### src/rtl/alu_result_stage.sv
`default_nettype none
// ============================================================================
// Module  : alu_result_stage
// Brief   : Registered ALU stage feeding the byte-wide 8:1 result mux, with a
//           2-entry skid buffer (main + skid) behind a registered in_ready.
// Revision: 1.0 - initial release
// ============================================================================
module alu_result_stage #(
    parameter int WIDTH = 8
) (
    input  logic                 clk,
    input  logic                 reset,
    input  logic                 in_valid,
    output logic                 in_ready,
    input  logic [WIDTH-1:0]     op_a,
    input  logic [WIDTH-1:0]     op_b,
    input  logic [2:0]           opcode,
    output logic                 out_valid,
    input  logic                 out_ready,
    output logic [8*WIDTH-1:0]   results,
    output logic [2:0]           sel,
    output logic                 carry,
    output logic                 zero,
    output logic [15:0]          ops_done
);

    localparam int         NUM_OPS = 8;
    localparam logic [2:0] OP_ADD  = 3'd0;
    localparam logic [2:0] OP_SUB  = 3'd1;
    localparam logic [2:0] OP_AND  = 3'd2;
    localparam logic [2:0] OP_OR   = 3'd3;
    localparam logic [2:0] OP_XOR  = 3'd4;
    localparam logic [2:0] OP_NOT  = 3'd5;
    localparam logic [2:0] OP_SHL  = 3'd6;
    localparam logic [2:0] OP_SHR  = 3'd7;

    typedef struct packed {
        logic [NUM_OPS-1:0][WIDTH-1:0] results;
        logic [2:0]                    sel;
        logic                          carry;
        logic                          zero;
    } entry_t;

    // ------------------------------------------------------------------
    // Parallel datapath: every slice is computed for every accept
    // ------------------------------------------------------------------
    logic [WIDTH:0]                sum_ext;
    logic [WIDTH:0]                diff_ext;
    logic [NUM_OPS-1:0][WIDTH-1:0] slices;
    logic [NUM_OPS-1:0]            slice_carry;
    logic [NUM_OPS-1:0]            slice_zero;
    entry_t                        new_entry;

    assign sum_ext  = {1'b0, op_a} + {1'b0, op_b};
    // Subtract as A + ~B + 1 so bit WIDTH is the "no borrow" carry.
    assign diff_ext = {1'b0, op_a} + {1'b0, ~op_b} + {{WIDTH{1'b0}}, 1'b1};

    always_comb begin
        slices              = '0;
        slice_carry         = '0;
        slices[OP_ADD]      = sum_ext[WIDTH-1:0];
        slice_carry[OP_ADD] = sum_ext[WIDTH];
        slices[OP_SUB]      = diff_ext[WIDTH-1:0];
        slice_carry[OP_SUB] = diff_ext[WIDTH];
        slices[OP_AND]      = op_a & op_b;
        slices[OP_OR]       = op_a | op_b;
        slices[OP_XOR]      = op_a ^ op_b;
        slices[OP_NOT]      = ~op_a;
        slices[OP_SHL]      = {op_a[WIDTH-2:0], 1'b0};
        slice_carry[OP_SHL] = op_a[WIDTH-1];
        slices[OP_SHR]      = {1'b0, op_a[WIDTH-1:1]};
        slice_carry[OP_SHR] = op_a[0];
    end

    generate
        for (genvar k = 0; k < NUM_OPS; k++) begin : g_zero
            assign slice_zero[k] = ~|slices[k];
        end
    endgenerate

    always_comb begin
        new_entry         = '0;
        new_entry.results = slices;
        new_entry.sel     = opcode;
        new_entry.carry   = slice_carry[opcode];
        new_entry.zero    = slice_zero[opcode];
    end

    // ------------------------------------------------------------------
    // Main / skid storage
    // ------------------------------------------------------------------
    entry_t      main_q;
    entry_t      skid_q;
    logic        main_valid_q;
    logic        skid_valid_q;
    logic        in_ready_q;
    logic [15:0] ops_done_q;

    logic accept;
    logic emit;

    assign accept = in_valid && in_ready_q;
    assign emit   = main_valid_q && out_ready;

    always_ff @(posedge clk) begin
        if (reset) begin
            main_q       <= '0;
            skid_q       <= '0;
            main_valid_q <= 1'b0;
            skid_valid_q <= 1'b0;
            in_ready_q   <= 1'b1;
            ops_done_q   <= '0;
        end else begin
            if (emit) begin
                ops_done_q <= ops_done_q + 16'd1;
            end

            if (skid_valid_q) begin
                // in_ready is low here, so no accept can collide with the refill.
                if (emit) begin
                    main_q       <= skid_q;
                    skid_valid_q <= 1'b0;
                    in_ready_q   <= 1'b1;
                end
            end else if (accept) begin
                if (!main_valid_q || emit) begin
                    main_q       <= new_entry;
                    main_valid_q <= 1'b1;
                end else begin
                    skid_q       <= new_entry;
                    skid_valid_q <= 1'b1;
                    in_ready_q   <= 1'b0;
                end
            end else if (emit) begin
                main_valid_q <= 1'b0;
            end
        end
    end

    assign in_ready  = in_ready_q;
    assign out_valid = main_valid_q;
    assign results   = main_q.results;
    assign sel       = main_q.sel;
    assign carry     = main_q.carry;
    assign zero      = main_q.zero;
    assign ops_done  = ops_done_q;

endmodule
`default_nettype wire

### config.mk
export PLATFORM = sky130hd
export DESIGN_NAME = alu_result_stage
export DESIGN_NICKNAME = d
export VERILOG_FILES = /design/src/rtl/alu_result_stage.sv
export SDC_FILE = /design/constraint.sdc
export NUM_CORES = 1
export LEC_CHECK = 0
export BUFFER_PORTS_ARGS = -buffer_cell sky130_fd_sc_hd__buf_2
export CAP_MARGIN = 20
export CORE_UTILIZATION = 56
export CTS_BUF_LIST = sky130_fd_sc_hd__clkbuf_16
export DETAILED_ROUTE_END_ITERATION = 6
export PLACE_DENSITY = 0.87
export SKIP_CTS_REPAIR_TIMING = 1
export SYNTH_ARGS = -nofsm -noshare
export SYNTH_HDL_FRONTEND = slang
export SYNTH_SLANG_ARGS = --single-unit
### constraint.sdc
create_clock -name clk -period 2.85 [get_ports clk]
set_clock_uncertainty 0.05 [all_clocks]
set_input_delay 0.285 -clock clk [delete_from_list [all_inputs] [get_ports clk]]
set_output_delay 0.285 -clock clk [all_outputs]
set_load 0.01 [all_outputs]
# Word level (Yosys, flattened, before mapping)
# Cells that the tools add are included.
[word_totals]
output_inout_bits = 87
input_bits = 23
register_bits = 155
wordCells = 87
[op_classes]
magnitude_cmp = 1
n_bitwise = 7
n_addsub = 4
mux = 19
n_reduce_logical = 27
eq_ne = 3
[op_table]
columns = ["operator", "count"]
rows = [
  ["69-bit two-way mux", 4],
  ["8-bit OR reduction", 6],
  ["8-bit by 8-bit adder with 9-bit output", 2],
  ["16-bit by 1-bit adder with 16-bit output (second input constant)", 1],
  ["8-bit inverter", 2],
  ["7-bit OR reduction", 2],
  ["1-bit two-way mux", 13],
  ["3-bit AND reduction", 4],
  ["9-bit by 1-bit adder with 9-bit output (second input constant)", 1],
  ["1-bit zero test", 9],
  ["8-bit bitwise AND", 1],
  ["8-bit bitwise OR", 1],
  ["8-bit XOR", 1],
  ["1-bit binary-select mux with 3-bit select", 2],
  ["2-bit nonzero test", 3],
  ["3-bit by 4-bit < comparator with 1-bit output (second input constant)", 1],
  ["2-bit by 1-bit != test with 1-bit output (second input constant)", 2],
  ["1-bit logical AND", 2],
  ["2-bit != test (second input constant)", 1],
  ["1-bit inverter", 2],
  ["1-bit logical OR", 1],
]

# Longest topological paths before layout
[logic_depth]
depth_word = 10
depth_mapped = 12
mapped_depth_nobuf = 11

# Least setup slack after synthesis
# OpenSTA, ideal clock, no wires.
[synth_timing]
path_kind = "input-to-reg"
from = "in op_a[7]"
to = "reg skid_q[0] in the netlist's numbering"
setup_time_ns = 0.074
stages = 9
required_ns = 2.726
n_path_buf = 1
slack_ns = 0.492
t_arrival_ns = 2.234
cell_sequence = "clkbuf_1 -> inv_1 -> ha_1 -> or4_4 -> or3_1 -> a22oi_1 -> o31a_2 -> a41oi_2 -> a31oi_1"
[synth_lines]
columns = ["element", "line_no", "source"]
rows = [
  ["start, declared", "15", "input logic [WIDTH-1:0] op_a,"],
  ["end signal, assigned", "130", "skid_q <= new_entry;"],
  ["end, declared", "93", "entry_t skid_q;"],
]

# Worst setup path after layout
[layout_timing]
from = "in op_a[0]"
to = "reg main_q (netlist bit results[6])"
[layout_via]
elab_chain_len = 4
[layout_lines]
columns = ["element", "line_no", "source"]
rows = [
  ["8-bit by 8-bit adder with 9-bit output", "54", "assign sum_ext = {1'b0, op_a} + {1'b0, op_b};"],
  ["69-bit two-way mux", "126", "if (!main_valid_q || emit) begin"],
  ["69-bit two-way mux", "125", "end else if (accept) begin"],
  ["69-bit two-way mux", "118", "if (skid_valid_q) begin"],
  ["end signal, assigned", "121", "main_q <= skid_q;"],
  ["end signal, assigned", "127", "main_q <= new_entry;"],
  ["end, declared", "92", "entry_t main_q;"],
]
# Every way passes these cells. The select of a mux whose other input is x is not followed.
# A chain may end at the register's enable or synchronous reset.

==> flow_summary.json <==
{
  "core_sq_um": 11400,
  "seq_area_frac_synth_pct": 42.1,
  "vdd_drop_max_mv": 0.389,
  "grtUsageTotal_pct": 28.2,
  "fin_util_pct": 67.0,
  "worstPathArrival_ns": 2.54,
  "synth_edf_count": 0,
  "overflow": 0,
  "io_buffers": 107,
  "hold_class": "input pin to register",
  "hpwl_microns": 11100,
  "rsz0062_at_grt": "false",
  "status": "complete, no violations",
  "final_cell_area_sq_um": 7610,
  "ios": 110,
  "ys_types": 52,
  "synthTopCellsByArea": "dfxtp_1, nor2_1, nand2_1, a211oi_1, a21oi_1",
  "syn_area_sq_um": 6520,
  "leakage_uw": 0.00316,
  "clockBufferDepth": 2,
  "wl_met1_microns": 7190,
  "fmax_ghz": 0.442,
  "vias_per_cell": 5.67,
  "hp-start": "op_a[2]",
  "htreeDepth": 4,
  "die_h_microns": 110,
  "wirelength_microns": 16200,
  "place.gp.congestion": 0.951,
  "pwr_density_cell_nw_per_um2": 690,
  "ys_warn_count": 0,
  "clockRootBuffer": "clkbuf_16",
  "layout_commonest_cell": "dfxtp_1",
  "wl_met2_microns": 7580,
  "avgRoutedWirePerCell_microns": 15.6,
  "fillers": 895,
  "synth_top_area_cell": "dfxtp_1",
  "antenna_cells": 0,
  "initial_utilization_pct": 57.3,
  "drv_slew": 0,
  "layout_common_cells": "dfxtp_1, nor2_1, nand2_1",
  "antenna_found_initial": 0,
  "max_stage_delay_ns": 0.40,
  "final-setup-viol-count": 0,
  "path_cells": "buf_2 -> ha_1 -> inv_1 -> fa_1 -> nand2b_1 -> a211oi_1 -> nor4_1 -> a211oi_1 -> nand2_1 -> a311oi_1",
  "drive_gt1_share_pct": 18.3,
  "grt_pass1_vias": 5242,
  "cp-start-kind": "input pin",
  "crit_path_end_kind": "register",
  "wl_met3_microns": 1120,
  "num_rows": 39,
  "synth_area_per_cell_sq_um": 8.09,
  "drt_iter0_drc": 545,
  "grt_pass1_wl_microns": 26100,
  "r2r_end": "ops_done[13]",
  "cts_tree": "done",
  "netlist_instances": 806,
  "hold-path-cell-count": 3,
  "worstRegToRegCells": 6,
  "critPathKind": "input pin to register",
  "finalSetupTns_ns": 0,
  "finalHoldViolCount": 0,
  "crit_required_ns": 3.12,
  "place_area_sq_um": 6990,
  "min_period_ns": 2.26,
  "cp_max_fo": 9,
  "cts_made_buffers": 17,
  "drtPass1Iterations": 5,
  "r2r-start": "out_valid",
  "regToRegSetupSlack_ns": 0.81,
  "ant_nets": 0,
  "clk_pin_slew_ns": 0.06,
  "die_w_microns": 110,
  "grt_max_degree": 63,
  "hold_end": "skid_q[62]",
  "slew_headroom_pct": 42.3,
  "drv_cap": 0,
  "drc": 0,
  "clock_sinks": 137,
  "dieArea_sq_um": 12100,
  "ys_ff_latch": 137,
  "crit_top_cell": "a211oi_1",
  "async_flop_share_pct": 0,
  "vias": 5864,
  "synthFlopType": "dfxtp_1",
  "insertion_delay_ns": 0.42,
  "top_layer_used": "met4",
  "finalCritPeriodShare_pct": 79.4,
  "worst_slew_pin_slew_ns": 0.866,
  "nNetsFinal": 928,
  "area_growth_pct": 16.8,
  "synth_top_area_share_pct": 42.1,
  "crit_slowest_cell": "fa_1"
}
==> cell families after synthesis <==
group                    Yosys count  synth area share [%]
multiplexers                      27                  4.17
flip-flops                       137                  42.1
buffers and inverters            101                  7.93
other                              1                0.0575
XOR/XNOR                          22                  2.96
AND/OR/NAND/NOR                  305                  19.6
AO/OA/AOI/OAI                    186                  17.8
adder cells (fa/ha/maj)           27                  5.41
==> power breakdown <==
part,switching (uW),internal (uW)
combinational,534,316
clock,836,1460
sequential,64.0,2040
==> per-stage QoR <==
step / total power [uW] / setup slack, ns / instances / hold WS, ns
CTS: 5280 / 0.635 / 1034 / 0.107
detailed placement: 2980 / 0.205 / 1002 / 0.394
global route: 5480 / 0.404 / 1034 / 0.120
global placement: 2960 / 0.305 / 1002 / 0.388
floorplan: 2730 / 0.492 / 807 / 0.371
finish: 5250 / 0.587 / 1034 / 0.120
==> worst max-delay path, delay by kind of cell <==
family	cells	cell delay (ns)
AO/OA/AOI/OAI	3	0.92
adder cells (fa/ha/maj)	2	0.69
buffers and inverters	2	0.26
AND/OR/NAND/NOR	3	0.37
==> cells in the mapped netlist (2+ instances only) <==
cell type    n
dfxtp_1    137
and3_1       2
nand4b_1     2
o21bai_1     3
buf_2        5
o211ai_1     4
ha_1        25
nand3_1      9
fa_1         2
mux2i_1     26
nor4_1       6
or3_1        4
nand2_1    111
nand2b_1     3
buf_6        4
inv_1       30
xnor2_1     10
xor2_1      12
nand4_1      7
and2_1       2
nor3_1      23
a31oi_1      6
a211o_1      3
a21oi_1     75
clkbuf_8     6
nor3b_1      2
a211oi_1    54
nor2_1     130
clkbuf_1    38
o21ai_0     28
buf_1        6
buf_4       11
==> sequential cells by signal (all words and copies together), names as in the netlist, 3 cells and up <==
| signal | flops |
|---|---|
| skid_q | 59 |
| results | 54 |
| ops_done | 16 |
| sel | 3 |
==> worst max-delay path by stage <==
stage	startpoint	to	slack [ns]
6_report	op_a[0]	results[6]	0.59
5_1_grt	op_a[0]	results[6]	0.40
4_1_cts	op_a[0]	results[6]	0.63
3_5_place_dp	op_a[0]	results[6]	0.21
3_3_place_gp	op_a[0]	results[6]	0.30
2_1_floorplan	op_a[7]	skid_q[0]	0.49
==> routing by layer <==
layer	track usage, %	vias up
li1	-	2884
met1	37.0	2727
met2	45.1	227
met3	6.94	26
met4	9.43	0
met5	0	-
==> layout make-up <==
class / instances / area (sq um) / share of cell area (%)
multi-input cells: 569 / 3270 / 43.0
flip-flops and latches: 137 / 2740 / 36.0
repair buffers: 122 / 676 / 8.88
clock buffers: 17 / 425 / 5.59
clock inverters: 15 / 201 / 2.65
well taps: 143 / 179 / 2.35
inverters: 31 / 116 / 1.53
Note: power is estimated with default switching activity, not from simulation.
